===== src/rtl/uart_pkg.sv =====
// Shared types and helpers for the UART receiver: parity mode, receiver FSM
// states and the clk-cycles-per-oversample-tick calculation.
package uart_pkg;

  typedef enum logic [1:0] {
    PARITY_NONE,
    PARITY_ODD,
    PARITY_EVEN
  } parity_t;

  // Prefixed so the names do not clash with the PARITY/STOP parameters.
  typedef enum logic [2:0] {
    S_IDLE,
    S_START,
    S_DATA,
    S_PARITY,
    S_STOP,
    S_WAIT
  } state_t;

  function automatic int tick_cycles(input real freq, input real baud, input int os);
    return $rtoi(freq / (baud * os));
  endfunction

endpackage


===== src/rtl/uart_receive_fifo_fifo.sv =====
// Synchronous FIFO with registered head word (dat) and valid (stb).
// Capacity is exactly DEPTH words; a push while full succeeds only alongside a pop.
module uart_receive_fifo_fifo #(
  parameter int WIDTH = 8,
  parameter int DEPTH = 4
) (
  input  logic             clk,
  input  logic             rst,
  input  logic             push,
  input  logic [WIDTH-1:0] wdat,
  input  logic             pop,
  output logic [WIDTH-1:0] dat,
  output logic             stb,
  output logic             full,
  output logic             empty
);
  localparam int AW = $clog2(DEPTH);
  localparam int CW = AW + 1;

  logic [WIDTH-1:0] mem [DEPTH];
  logic [AW-1:0]    wp, rp, rp_n;
  logic [CW-1:0]    cnt, cnt_n;
  logic             wr, rd;
  logic [WIDTH-1:0] head_n;

  assign full  = (cnt == CW'(DEPTH));
  assign empty = !stb;
  assign rd    = pop && stb;
  assign wr    = push && (!full || rd);

  always_comb begin
    rp_n   = rp + AW'(rd);
    cnt_n  = cnt + CW'(wr) - CW'(rd);
    // When the pop leaves nothing stored, the incoming word becomes the head.
    head_n = (cnt == CW'(rd)) ? wdat : mem[rp_n];
  end

  always_ff @(posedge clk or negedge rst) begin
    if (!rst) begin
      wp  <= '0;
      rp  <= '0;
      cnt <= '0;
      stb <= 1'b0;
      dat <= '0;
    end else begin
      if (wr) wp <= wp + 1'b1;
      rp  <= rp_n;
      cnt <= cnt_n;
      stb <= (cnt_n != '0);
      if (cnt_n != '0) dat <= head_n;
    end
  end

  always_ff @(posedge clk) begin
    if (wr) mem[wp] <= wdat;
  end

endmodule


===== src/rtl/uart_receive_fifo.sv =====
// Oversampling UART receiver with majority-vote sampling and an output FIFO.
// Optional break detection is enabled by defining UART_BREAK_DETECT_EN.
module uart_receive_fifo
  import uart_pkg::*;
#(
  parameter real     BAUDRATE   = 96e2,
  parameter real     FREQUENCY  = 100e6,
  parameter int      WIDTH      = 8,
  parameter parity_t PARITY     = PARITY_NONE,
  parameter int      STOP       = 1,
  parameter int      OVERSAMPLE = 16,
  parameter int      DEPTH      = 4
) (
  input  logic             clk,
  input  logic             rst,
  input  logic             rxd,
  output logic [WIDTH-1:0] dat,
  output logic             stb,
  input  logic             rdy,
  output logic             err,
  output logic             ovr,
  output logic             brk
);
  localparam int TICK = tick_cycles(FREQUENCY, BAUDRATE, OVERSAMPLE);
  localparam int TW   = (TICK > 1) ? $clog2(TICK) : 1;
  localparam int SW   = $clog2(OVERSAMPLE);
  localparam int BW   = $clog2(WIDTH + 1);
  localparam logic [SW-1:0] S_LO  = SW'(OVERSAMPLE / 2 - 1);
  localparam logic [SW-1:0] S_MID = SW'(OVERSAMPLE / 2);
  localparam logic [SW-1:0] S_HI  = SW'(OVERSAMPLE / 2 + 1);

  logic             s1, s2, s3, fall;
  state_t           state, state_n;
  logic [TW-1:0]    tcnt, tcnt_n;
  logic [SW-1:0]    scnt, scnt_n;
  logic [1:0]       smp, smp_n;
  logic [BW-1:0]    bcnt, bcnt_n;
  logic             snum, snum_n;
  logic [WIDTH-1:0] shf, shf_n;
  logic             par, par_n, perr, perr_n;
  logic             tick, maj, decide;
  logic             push, err_n, ovr_n;
  logic             full, empty, pop;
`ifdef UART_BREAK_DETECT_EN
  logic             one, one_n, brk_n, brk_r;
`endif

  always_ff @(posedge clk or negedge rst) begin
    if (!rst) {s1, s2, s3} <= 3'b111;
    else      {s1, s2, s3} <= {rxd, s1, s2};
  end

  assign fall   = s3 && !s2;
  assign tick   = (tcnt == TW'(TICK - 1));
  assign maj    = (smp[0] & smp[1]) | (smp[0] & s2) | (smp[1] & s2);
  assign decide = tick && (scnt == S_HI);

  always_comb begin
    state_n = state;
    tcnt_n  = tick ? '0 : tcnt + 1'b1;
    scnt_n  = scnt;
    if (tick) scnt_n = (scnt == SW'(OVERSAMPLE - 1)) ? '0 : scnt + 1'b1;
    smp_n   = smp;
    if (tick && (scnt == S_LO || scnt == S_MID)) smp_n = {smp[0], s2};
    bcnt_n  = bcnt;
    snum_n  = snum;
    shf_n   = shf;
    par_n   = par;
    perr_n  = perr;
    push    = 1'b0;
    err_n   = 1'b0;
`ifdef UART_BREAK_DETECT_EN
    one_n   = one;
    brk_n   = 1'b0;
`endif
    // Every decision happens on the third vote; scnt keeps running so the
    // next bit's votes land at the same phase.
    case (state)
      S_IDLE: begin
        if (fall) begin
          state_n = S_START;
          tcnt_n  = '0;
          scnt_n  = '0;
          bcnt_n  = '0;
          snum_n  = 1'b0;
          par_n   = 1'b0;
          perr_n  = 1'b0;
`ifdef UART_BREAK_DETECT_EN
          one_n   = 1'b0;
`endif
        end
      end
      S_START: begin
        if (decide) state_n = maj ? S_IDLE : S_DATA;
      end
      S_DATA: begin
        if (decide) begin
          shf_n  = {maj, shf[WIDTH-1:1]};
          par_n  = par ^ maj;
          bcnt_n = bcnt + 1'b1;
`ifdef UART_BREAK_DETECT_EN
          one_n  = one | maj;
`endif
          if (bcnt == BW'(WIDTH - 1)) state_n = (PARITY != PARITY_NONE) ? S_PARITY : S_STOP;
        end
      end
      S_PARITY: begin
        if (decide) begin
          perr_n  = (PARITY == PARITY_ODD) ? !(par ^ maj) : (par ^ maj);
          state_n = S_STOP;
`ifdef UART_BREAK_DETECT_EN
          one_n   = one | maj;
`endif
        end
      end
      S_STOP: begin
        if (decide) begin
          if (!maj) begin
            state_n = S_WAIT;
`ifdef UART_BREAK_DETECT_EN
            if (one) err_n = 1'b1;
            else     brk_n = 1'b1;
`else
            err_n = 1'b1;
`endif
          end else if (snum == 1'(STOP - 1)) begin
            state_n = S_IDLE;
            if (perr) err_n = 1'b1;
            else      push  = 1'b1;
          end else begin
            snum_n = 1'b1;
          end
        end
      end
      S_WAIT: begin
        if (s2) state_n = S_IDLE;
      end
      default: state_n = S_IDLE;
    endcase
  end

  assign pop   = rdy && !empty;
  assign ovr_n = push && full && !pop;

  always_ff @(posedge clk or negedge rst) begin
    if (!rst) begin
      state <= S_IDLE;
      tcnt  <= '0;
      scnt  <= '0;
      smp   <= 2'b11;
      bcnt  <= '0;
      snum  <= 1'b0;
      par   <= 1'b0;
      perr  <= 1'b0;
      err   <= 1'b0;
      ovr   <= 1'b0;
    end else begin
      state <= state_n;
      tcnt  <= tcnt_n;
      scnt  <= scnt_n;
      smp   <= smp_n;
      bcnt  <= bcnt_n;
      snum  <= snum_n;
      par   <= par_n;
      perr  <= perr_n;
      err   <= err_n;
      ovr   <= ovr_n;
    end
  end

  always_ff @(posedge clk) begin
    shf <= shf_n;
  end

`ifdef UART_BREAK_DETECT_EN
  always_ff @(posedge clk or negedge rst) begin
    if (!rst) begin
      one   <= 1'b0;
      brk_r <= 1'b0;
    end else begin
      one   <= one_n;
      brk_r <= brk_n;
    end
  end
  assign brk = brk_r;
`else
  assign brk = 1'b0;
`endif

  uart_receive_fifo_fifo #(
    .WIDTH(WIDTH),
    .DEPTH(DEPTH)
  ) u_fifo (
    .clk  (clk),
    .rst  (rst),
    .push (push),
    .wdat (shf),
    .pop  (pop),
    .dat  (dat),
    .stb  (stb),
    .full (full),
    .empty(empty)
  );

endmodule


===== config.mk =====
export PLATFORM = sky130hd
export DESIGN_NAME = uart_receive_fifo
export DESIGN_NICKNAME = d
export VERILOG_FILES = /design/src/rtl/uart_pkg.sv /design/src/rtl/uart_receive_fifo_fifo.sv /design/src/rtl/uart_receive_fifo.sv
export SDC_FILE = /design/constraint.sdc
export NUM_CORES = 1
export LEC_CHECK = 0
export ABC_AREA = 0
export CORE_ASPECT_RATIO = 1.5
export CORE_MARGIN = 2
export CORE_UTILIZATION = 60
export DETAILED_ROUTE_END_ITERATION = 8
export PLACE_DENSITY = 0.82
export SKIP_CTS_REPAIR_TIMING = 1
export SLEW_MARGIN = 20
export SYNTH_ARGS = -nofsm -noshare
export SYNTH_HDL_FRONTEND = slang
export SYNTH_SLANG_ARGS = --single-unit

===== constraint.sdc =====
create_clock -name clk -period 3.4 [get_ports clk]
set_input_delay 0.34 -clock clk [delete_from_list [all_inputs] [get_ports clk]]
set_output_delay 0.34 -clock clk [all_outputs]
set_load 0.005 [all_outputs]

==> results of run 1 <==
[path summary, 6_finish.rpt]
check	start	to	slack [ns]	cells past startpoint
worst max-delay path	tcnt[0]	u_fifo.dat[1]	0.43	13
worst min-delay path	rst	u_fifo.dat[1]	-0.02	1
worst max register to register	tcnt[0]	u_fifo.dat[1]	0.43	13
worst min register to register	s1	s2	0.36	0
max in group asynchronous	rst	err	3.03	1
min in group clk	s1	s2	0.36	0
[cell usage after synthesis, types with 2 or more instances]
master     n
ha_1      13
xnor2_1    8
nor3_1     4
o21ai_0    7
dfrtp_1   41
a31oi_1   10
dfstp_2    5
nor2b_1    3
nand2_1   27
or3_1      3
and3_1     2
buf_2      4
clkbuf_1   3
or4b_1     2
mux2_2     3
nor2_1    25
inv_1     14
edfxtp_1  40
nand3_1    9
mux4_2     8
nand2b_1   5
a21oi_1    8
nand3b_1   3
mux2i_1    2
and2_1     6
xor2_1     4
[sequential cells by signal (all words and copies together) (netlist names), 3 cells and up]
| name | count |
|---|---|
| bcnt | 4 |
| scnt | 4 |
| shf | 8 |
| state | 3 |
| tcnt | 10 |
| u_fifo.cnt | 3 |
| u_fifo.dat | 8 |
| u_fifo.mem | 32 |
[per-layer routing]
layer / vias to the layer above / part of all wire, % / global-route usage (%) / routed length (um)
li1: 1050 / - / - / -
met1: 1065 / 39 / 22.4 / 2310
met2: 31 / 56 / 33.8 / 3290
met3: 11 / 2.6 / 4.00 / 155
met4: 0 / 2.3 / 9.65 / 133
met5: - / 0 / 0 / 0
[critical path, cell delays in order (launching register included)]
cell      delay [ns]
dfrtp_1         0.43
inv_1           0.07
ha_1            0.13
and4b_2         0.29
nand4_4         0.17
nor4b_4         0.47
ha_1            0.21
inv_1           0.05
fa_1            0.36
xnor3_1         0.21
nand3b_1        0.09
buf_4           0.20
nor2_1          0.05
a31oi_1         0.14
[cell type report]
cell class	instances	share of cell area [%]
Tap cell	74	2.22
Multi-Input combinational cell	176	32.2
Clock inverter	6	1.11
Inverter	14	1.26
Timing Repair Buffer	16	3.66
Sequential cell	86	56.5
Clock buffer	10	3.06
[logic make-up (layout without fill, tap and decap cells)]
group | count (synthesis) | after routing | share of synthesized area [%]
adders and majority gates | 15 | 15 | 5.11
AOI/OAI and AO/OA | 31 | 31 | 5.08
and+or+nand+nor | 102 | 102 | 15.2
muxes | 14 | 14 | 6.56
buffers and inverters | 23 | 46 | 2.50
other | 1 | 1 | 0.0988
xor gates and xnor gates | 13 | 13 | 3.36
DFF | 86 | 86 | 62.1
[power by group]
| group | switching [W] | internal [W] | leakage (nW) |
|---|---|---|---|
| Clock | 0.000368 | 0.000271 | 0.0833 |
| Combinational | 0.000303 | 0.000288 | 0.623 |
| Sequential | 0.0000953 | 0.00118 | 0.781 |
| Total | 0.000766 | 0.00174 | 1.49 |
[stage by stage]
stage | cells | power [W]
3_5_place_dp | 366 | 0.00190
4_1_cts | 382 | 0.00254
6_report | 382 | 0.00251
2_1_floorplan | 285 | 0.00173
5_1_grt | 382 | 0.00266
3_3_place_gp | 366 | 0.00188
==> results.tsv, run 1 <==
metric	value	unit
RSZ-0062 raised after global routing	false	
Post-Syn Nets	303	
period utilization	87.3	%
skew final	0.00793	ns
first-pass GRT wire length	9890	um
DR vias	2157	
EDFF count, synth	40	
number of port buffers	14	
clock sink count	86	
Critical Path Fanout Max	17	
Synth top area share	31.6	%
number of distinct library cells after synthesis	52	
die height	101	um
CTS tree	done	
num ports	16	
measured slew at the worst slew-check pin	0.840	ns
die area	6990	um^2
Setup crit end kind	register	
Setup CP Type	register to register	
drc violations	0	
maxcap violations	0	
largest net degree at the start of global routing	47	
Routability Congestion	0.839	
worst hold path type	primary input to async pin	
vias in the first global route	2150	
vias per cell	5.65	
mapped cell area	3800	um^2
cell taking the most area after synthesis	edfxtp_1	
status	finished, violations left	
initial core utilization	61.9	%
worst relative slew slack	43.8	%
Hold WS	-0.0189	ns
final hold vios	41	
FF+latch count, synth	86	
CP required	3.67	ns
Synth warnings	0	
fill cell count	445	
# diodes	0	
area grow syn2layout	9.92	%
clock slew at reported path FFs	0.08	ns
Worst Setup Start Kind	register	
Pre-Repair DR Iteration Count	4	
# nets final	321	
synth top area cells	edfxtp_1, dfrtp_1, mux4_2	
Post-DRT Antenna Nets	0	
dominant synthesized flop cell	dfrtp_1	
most common cell after layout, fill and taps aside	dfrtp_1	
Rows	35	
Final Util	68.1	%
Worst VDD drop	0.288	mV
post-synthesis sequential area ratio	62.1	%
Tmin final	2.97	ns
Area after DPL	4000	um^2
CTS H-tree depth	3	
share of layout cells above drive strength 1	14.3	%
initial antenna violation count	0	
Clock Path Buffers	2	
Die W	68.9	um
Core Area	6130	um^2
most frequent cells in the layout	dfrtp_1, edfxtp_1, nand2_1, nor2_1, inv_1	
DR WL/cell	15.4	um
synthesized area per cell	13.3	um^2
PwrDens	601	nW/um^2
failing checks	negative hold slack	
GRT Overall Usage	19.5	%
DPL Wire Length	4160	um
fraction of registers with async set or reset after synthesis	53.5	%
leak pwr	1.49	nW
fmax	337	MHz
post-route design area	4170	um^2
clk root buf	clkbuf_8	
final setup violation count	0	
Num CTS Buffers	9	
area of the multi-input gates	1340	um^2
register area	2360	um^2
post-place setup slack	0.385	ns
Arr. time, crit path	3.24	ns
setup slack after layout	0.433	ns
Initial DRC Count	81	
fin. max-slew vios	0	
routed wire length	5890	um
setup TNS	0	ns
Synth Instances	285	
clk_lat worst skew	0.35	ns
grt total ovfl	0	
Power figures use the tool's default switching activity.
==> run 2, diff against run 1 <==
- GPL_ROUTABILITY_DRIVEN: unset -> 1
- GPL_TIMING_DRIVEN: unset -> 0
- PLACE_DENSITY: 0.82 -> unset
- PLACE_DENSITY_LB_ADDON: unset -> 0.05
==> results.tsv, run 2 (synthesis results as in run 1) <==
metric	value	unit	change
clk root buf	clkbuf_8		
maxcap violations	0		unchanged
slowest stage delay, CP	0.42	ns	-0.05 ns
die area	6990	um^2	unchanged
DR vias	2240		+3.8%
DR WL/cell	16.5	um	+6.9%
number of port buffers	14		unchanged
num ports	16		unchanged
Switch Pwr	0.000781	W	+2.0%
fill cell count	460		+3.4%
final hold vios	0		-100%
most common cell after layout, fill and taps aside	dfrtp_1		
fmax	320	MHz	-5.1%
Rows	35		unchanged
vias in the first global route	2244		+4.4%
worst relative slew slack	30.5	%	-13 points
Biggest register	u_fifo.mem		
Num CTS Buffers	9		unchanged
leak pwr	1.55	nW	+4.1%
fin. max-slew vios	0		unchanged
share of layout cells above drive strength 1	15.1	%	+0.81 points
critical path cell sequence	inv_1 > ha_1 > and4b_2 > nand4_4 > nor4b_4 > ha_1 > inv_1 > fa_1 > xnor3_1 > nand3b_1 > buf_2 > nor2_1 > a31oi_1		
clk_lat worst skew	0.35	ns	about the same
vias per cell	5.71		+1.2%
skew final	0.0108	ns	+0.00289 ns
worst hold path type	register to register		
CTS H-tree depth	3		unchanged
number of flip-flops in the largest register	32		unchanged
period utilization	91.9	%	+4.7 points
R2R cell count	13		unchanged
die height	101	um	unchanged
routed wire length	6460	um	+9.7%
Worst Hold End	s2		
area grow syn2layout	12.6	%	
CTS tree	done		
worst reg2reg endpoint	u_fifo.dat[7]		
initial core utilization	61.9	%	unchanged
sequential fraction of design power	48.0	%	-3.0 points
initial antenna violation count	0		unchanged
Initial DRC Count	94		+16%
Setup CP Type	register to register		
worst hold path cell count	0		
r2r startpoint	tcnt[0]		
Setup crit end kind	register		
CP required	3.67	ns	about the same
PwrDens	622	nW/um^2	+3.6%
clock slew at reported path FFs	0.09	ns	about the same
status	completed		
# nets final	331		+3.1%
Worst Setup Start Kind	register		
Die W	68.9	um	unchanged
grt total ovfl	0		unchanged
slowest library cell on the worst path	dfrtp_1		
RSZ-0062 raised after global routing	false		
# diodes	0		unchanged
clock sink count	86		unchanged
Combinational Power Share	23.4	%	-0.2 points
Net Sw Frac	29.3	%	-1.2 points
Total Power	0.00266	W	+6.1%
Routability Congestion	0.787		-6.1%
min-delay src	s1		
Worst VDD drop	0.310	mV	+7.4%
Critical Path Fanout Max	10		-7
Core Area	6130	um^2	unchanged
drc violations	0		unchanged
DPL Wire Length	4580	um	+10%
Largest regs	u_fifo.mem: 32 flops, tcnt: 10 flops		
Post-DRT Antenna Nets	0		unchanged
first-pass GRT wire length	10700	um	+8.4%
Reg2Reg Setup Slack	0.27	ns	-0.16 ns
final setup violation count	0		unchanged
Arr. time, crit path	3.40	ns	+0.16 ns
Final Util	69.7	%	+1.7 points
Tmin final	3.13	ns	+0.159 ns
Pre-Repair DR Iteration Count	4		unchanged
Clock Path Buffers	2		unchanged
cell internal pwr	0.00188	W	+8.0%
GRT Overall Usage	21.5	%	+2.0 points
measured slew at the worst slew-check pin	1.03	ns	+0.195 ns
largest net degree at the start of global routing	27		-43%
most frequent cells in the layout	dfrtp_1, edfxtp_1, nand2_1, nor2_1, inv_1		
Clock power frac	28.6	%	+3.1 points
[run 2: cell types whose count changed in the layout (fill, tap and decap cells not counted), sizes merged]
cell and delta:
clkinvlp -2, bufinv +2, clkbuf +4, buf +6, dlygate4sd3 +1, inv -1
[run 2: cell type report]
type | instances | area (um^2) | share of cell area (%)
clock inverter | 5 | 82.6 | 1.93
buffer | 9 | 42.5 | 0.995
sequential | 86 | 2360 | 55.2
multi-input combinational | 176 | 1340 | 31.4
clock buffer | 11 | 131 | 3.07
timing repair buffer | 17 | 173 | 4.04
inverter | 14 | 52.6 | 1.23
tap | 74 | 92.6 | 2.17
[run 2: worst max-delay path, delay by kind of cell, from the launching register on]
family / cells / cell delay (ns)
and+or+nand+nor: 5 / 1.17
AOI/OAI and AO/OA: 1 / 0.15
adders and majority gates: 3 / 0.69
DFF: 1 / 0.42
xor gates and xnor gates: 1 / 0.20
buffers and inverters: 3 / 0.43
[run 2: power by group through the flow]
stage	registers (W)	logic [W]	clock network (W)
after global routing	0.00130	0.000692	0.000824
after detailed placement	0.00130	0.000631	0
after floorplan	0.00128	0.000447	0
final	0.00128	0.000622	0.000761
after CTS	0.00128	0.000632	0.000791
after global placement	0.00129	0.000615	0
[run 2: through the flow]
stage                     cells  worst slack (ns)  area, um^2  setup TNS [ns]  hold slack [ns]
after floorplan             285             0.536        3800               0           0.0444
after global placement      373           -0.0136        4030         -0.0136            0.346
after detailed placement    374           -0.0488        4040         -0.0849            0.342
after CTS                   390           -0.0673        4260          -0.216          -0.0536
after global routing        392            0.0552        4280               0            0.362
final                       392             0.274        4280               0            0.359
[run 2: how the worst max path moves through the flow]
| stage | from | endpoint | cells past startpoint |
|---|---|---|---|
| floorplan | tcnt[0] | u_fifo.dat[7] | 13 |
| global placement | tcnt[0] | u_fifo.dat[7] | 13 |
| detailed placement | tcnt[0] | u_fifo.dat[7] | 13 |
| CTS | tcnt[0] | u_fifo.dat[7] | 13 |
| global route | tcnt[0] | u_fifo.dat[7] | 13 |
| finish | tcnt[0] | u_fifo.dat[7] | 13 |
[run 2: per-layer routing]
layer	up-vias	track usage, %	part of all wire (%)
met5	-	0	0
met4	0	7.69	1.6
met3	8	5.33	2.4
met2	31	37.8	56
met1	1124	24.8	40
li1	1077	-	-
==> run 3, diff against run 2 <==
- SYNTH_HIERARCHICAL: unset -> 1
==> results.tsv, run 3 <==
metric	value	unit	change
Setup crit end kind	register		
Total Power	0.00263	W	-1.2%
DR vias	2237		-0.13%
GRT Overall Usage	19.7	%	-1.8 points
count leader, synth	dfrtp_1		
synthesized area per cell	13.7	um^2	+2.6%
clock sink count	86		unchanged
status	completed		
cell internal pwr	0.00185	W	-1.8%
most frequent cells in the layout	dfrtp_1, edfxtp_1, nor2_1, nand2_1, clkdlybuf4s50_1		
number of distinct library cells after synthesis	52		unchanged
Worst Setup Start Kind	register		
vias in the first global route	2239		-0.22%
CTS H-tree depth	3		unchanged
# nets final	328		-0.91%
synth top area cells	edfxtp_1, dfrtp_1, mux4_2		
Pre-Repair DR Iteration Count	4		unchanged
num ports	16		unchanged
Synth warnings	6		+6
Synth top area share	31.5	%	-0.15 points
fmax	305	MHz	-4.7%
Clock Path Buffers	2		unchanged
sequential fraction of design power	47.5	%	-0.5 points
leak pwr	1.54	nW	-0.31%
Tmin final	3.28	ns	+0.153 ns
Switch Pwr	0.000782	W	+0.15%
dominant synthesized flop cell	dfrtp_1		
Routability Congestion	0.732		-7.1%
die area	7020	um^2	+0.44%
measured slew at the worst slew-check pin	0.984	ns	-0.0510 ns
worst hold path type	register to register		
mapped cell area	3810	um^2	+0.46%
first-pass GRT wire length	10600	um	-1.2%
area grow syn2layout	14.5	%	
initial antenna violation count	0		unchanged
fraction of registers with async set or reset after synthesis	53.5	%	unchanged
Post-DRT Antenna Nets	0		unchanged
worst relative slew slack	34.3	%	+3.8 points
Core Area	6130	um^2	unchanged
setup TNS	0	ns	unchanged
routed wire length	6270	um	-3.0%
final setup violation count	0		unchanged
Clock power frac	26.5	%	-2.1 points
drc violations	0		unchanged
Initial DRC Count	122		+30%
share of layout cells above drive strength 1	19.0	%	+3.9 points
number of flip-flops in the largest register	32		unchanged
fill cell count	448		-2.6%
Arr. time, crit path	3.52	ns	+0.12 ns
EDFF count, synth	40		unchanged
# diodes	0		unchanged
Biggest register	u_fifo/mem		
fin. max-slew vios	0		unchanged
Net Sw Frac	29.7	%	+0.40 points
grt total ovfl	0		unchanged
Post-Syn Nets	296		-2.3%
FF+latch count, synth	86		unchanged
DPL Wire Length	4560	um	-0.46%
largest net degree at the start of global routing	28		+3.7%
Worst VDD drop	0.420	mV	+36%
dpl cells	368		-1.6%
clk root buf	clkbuf_8		
clock slew at reported path FFs	0.09	ns	about the same
DR WL/cell	16.1	um	-2.5%
Critical Path Fanout Max	9		-1
number of port buffers	14		unchanged
Rows	35		unchanged
vias per cell	5.74		+0.38%
Largest regs	u_fifo/mem: 32 flops, tcnt: 10 flops		
cell taking the most area after synthesis	edfxtp_1		
clk_lat worst skew	0.35	ns	about the same
CTS tree	done		
most common cell after layout, fill and taps aside	dfrtp_1		
final hold vios	0		unchanged
maxcap violations	0		unchanged
Setup CP Type	register to register		
post-synthesis sequential area ratio	61.8	%	-0.29 points
skew final	0.00974	ns	-0.00108 ns
Num CTS Buffers	9		unchanged
Die W	69.1	um	+0.22%
Layout Cells excl Fill	390		-0.51%
die height	102	um	+0.22%
Combinational Power Share	26.1	%	+2.7 points
PwrDens	602	nW/um^2	-3.2%
initial core utilization	62.2	%	+0.29 points
period utilization	96.4	%	+4.5 points
Commonest cells post-synth	dfrtp_1, edfxtp_1, nor2_1		
CP required	3.64	ns	-0.03 ns
Synth Instances	279		-2.1%
-- run 3: cell count changes after synthesis, sizes merged, moves of 3 or more --
| cell | change |
|---|---|
| mux2i | +9 |
| a31oi | -9 |
| inv | -3 |
| nand4b | +3 |
| a21oi | +5 |
| o211ai | +3 |
| nand2 | -11 |
| nand4 | +3 |
| a21o | +3 |
| nand2b | -4 |
-- run 3: power by group through the flow --
stage / Clock, W / Combinational [W] / Sequential (W)
global route: 0.000768 / 0.000754 / 0.00126
detailed placement: 0 / 0.000583 / 0.00127
floorplan: 0 / 0.000448 / 0.00125
finish: 0.000695 / 0.000685 / 0.00125
CTS: 0.000722 / 0.000584 / 0.00125
global placement: 0 / 0.000558 / 0.00126
-- run 3: logic make-up (layout without fill, tap and decap cells) --
kind of cell / Yosys count / count (layout) / synth area share (%)
AO/OA/AOI/OAI: 34 / 34 / 6.50
other: 1 / 1 / 0.0983
buffers and inverters: 19 / 56 / 2.43
XOR/XNOR: 13 / 13 / 3.35
flip-flops: 86 / 86 / 61.8
adder cells (fa/ha/maj): 13 / 13 / 4.46
multiplexers: 21 / 21 / 8.20
AND/OR/NAND/NOR: 92 / 92 / 13.1
-- run 3: final cells by class --
class / instances / area (um^2) / area share, %
tap: 74 / 92.6 / 2.12
clock inverter: 7 / 71.3 / 1.63
multi-input combinational: 174 / 1400 / 32.0
clock buffer: 9 / 124 / 2.84
buffer: 7 / 55.1 / 1.26
timing repair buffer: 22 / 228 / 5.22
sequential: 86 / 2360 / 54.0
inverter: 11 / 41.3 / 0.946
-- run 3: worst max-delay path, cell delays in order (launching register included) --
cell and delay, ns:
dfrtp_1 0.42, inv_1 0.07, ha_1 0.13, and4b_1 0.22, buf_6 0.12, nand4_1 0.21
nor4_4 0.30, or2_4 0.18, o21ai_1 0.06, ha_2 0.20, fa_2 0.33, xnor3_1 0.21
or3_4 0.43, buf_12 0.18, nor2_4 0.07, a21oi_2 0.03
-- run 3: path summary, 6_finish.rpt --
path / start / to / slack (ns) / cells past startpoint
worst max-delay path: tcnt[0] / u_fifo/dat[1] / 0.12 / 15
worst min-delay path: s1 / s2 / 0.36 / 0
worst max register to register: tcnt[0] / u_fifo/dat[1] / 0.12 / 15
worst min register to register: s1 / s2 / 0.36 / 0
max in group asynchronous: rst / smp[1] / 2.30 / 3
min in group asynchronous: rst / u_fifo/dat[2] / 0.49 / 2
-- run 3: metal layers --
layer	up-vias	routed length (um)	track usage (%)
li1	1080	-	-
met1	1118	2430	23.0
met5	-	0	0
met2	31	3590	35.2
met3	8	141	4.38
met4	0	100	8.45
-- run 3: metrics by stage --
| step | hold WS, ns | instance area [um^2] | util [%] | setup WS (ns) |
|---|---|---|---|---|
| after CTS | -0.0467 | 4260 | 69.4 | -0.514 |
| final | 0.360 | 4370 | 71.2 | 0.121 |
| after global placement | 0.346 | 4050 | 66.0 | -0.405 |
| after global routing | 0.371 | 4370 | 71.2 | -0.0456 |
| after floorplan | 0.0444 | 3810 | - | 0.172 |
| after detailed placement | 0.341 | 4060 | 66.2 | -0.521 |
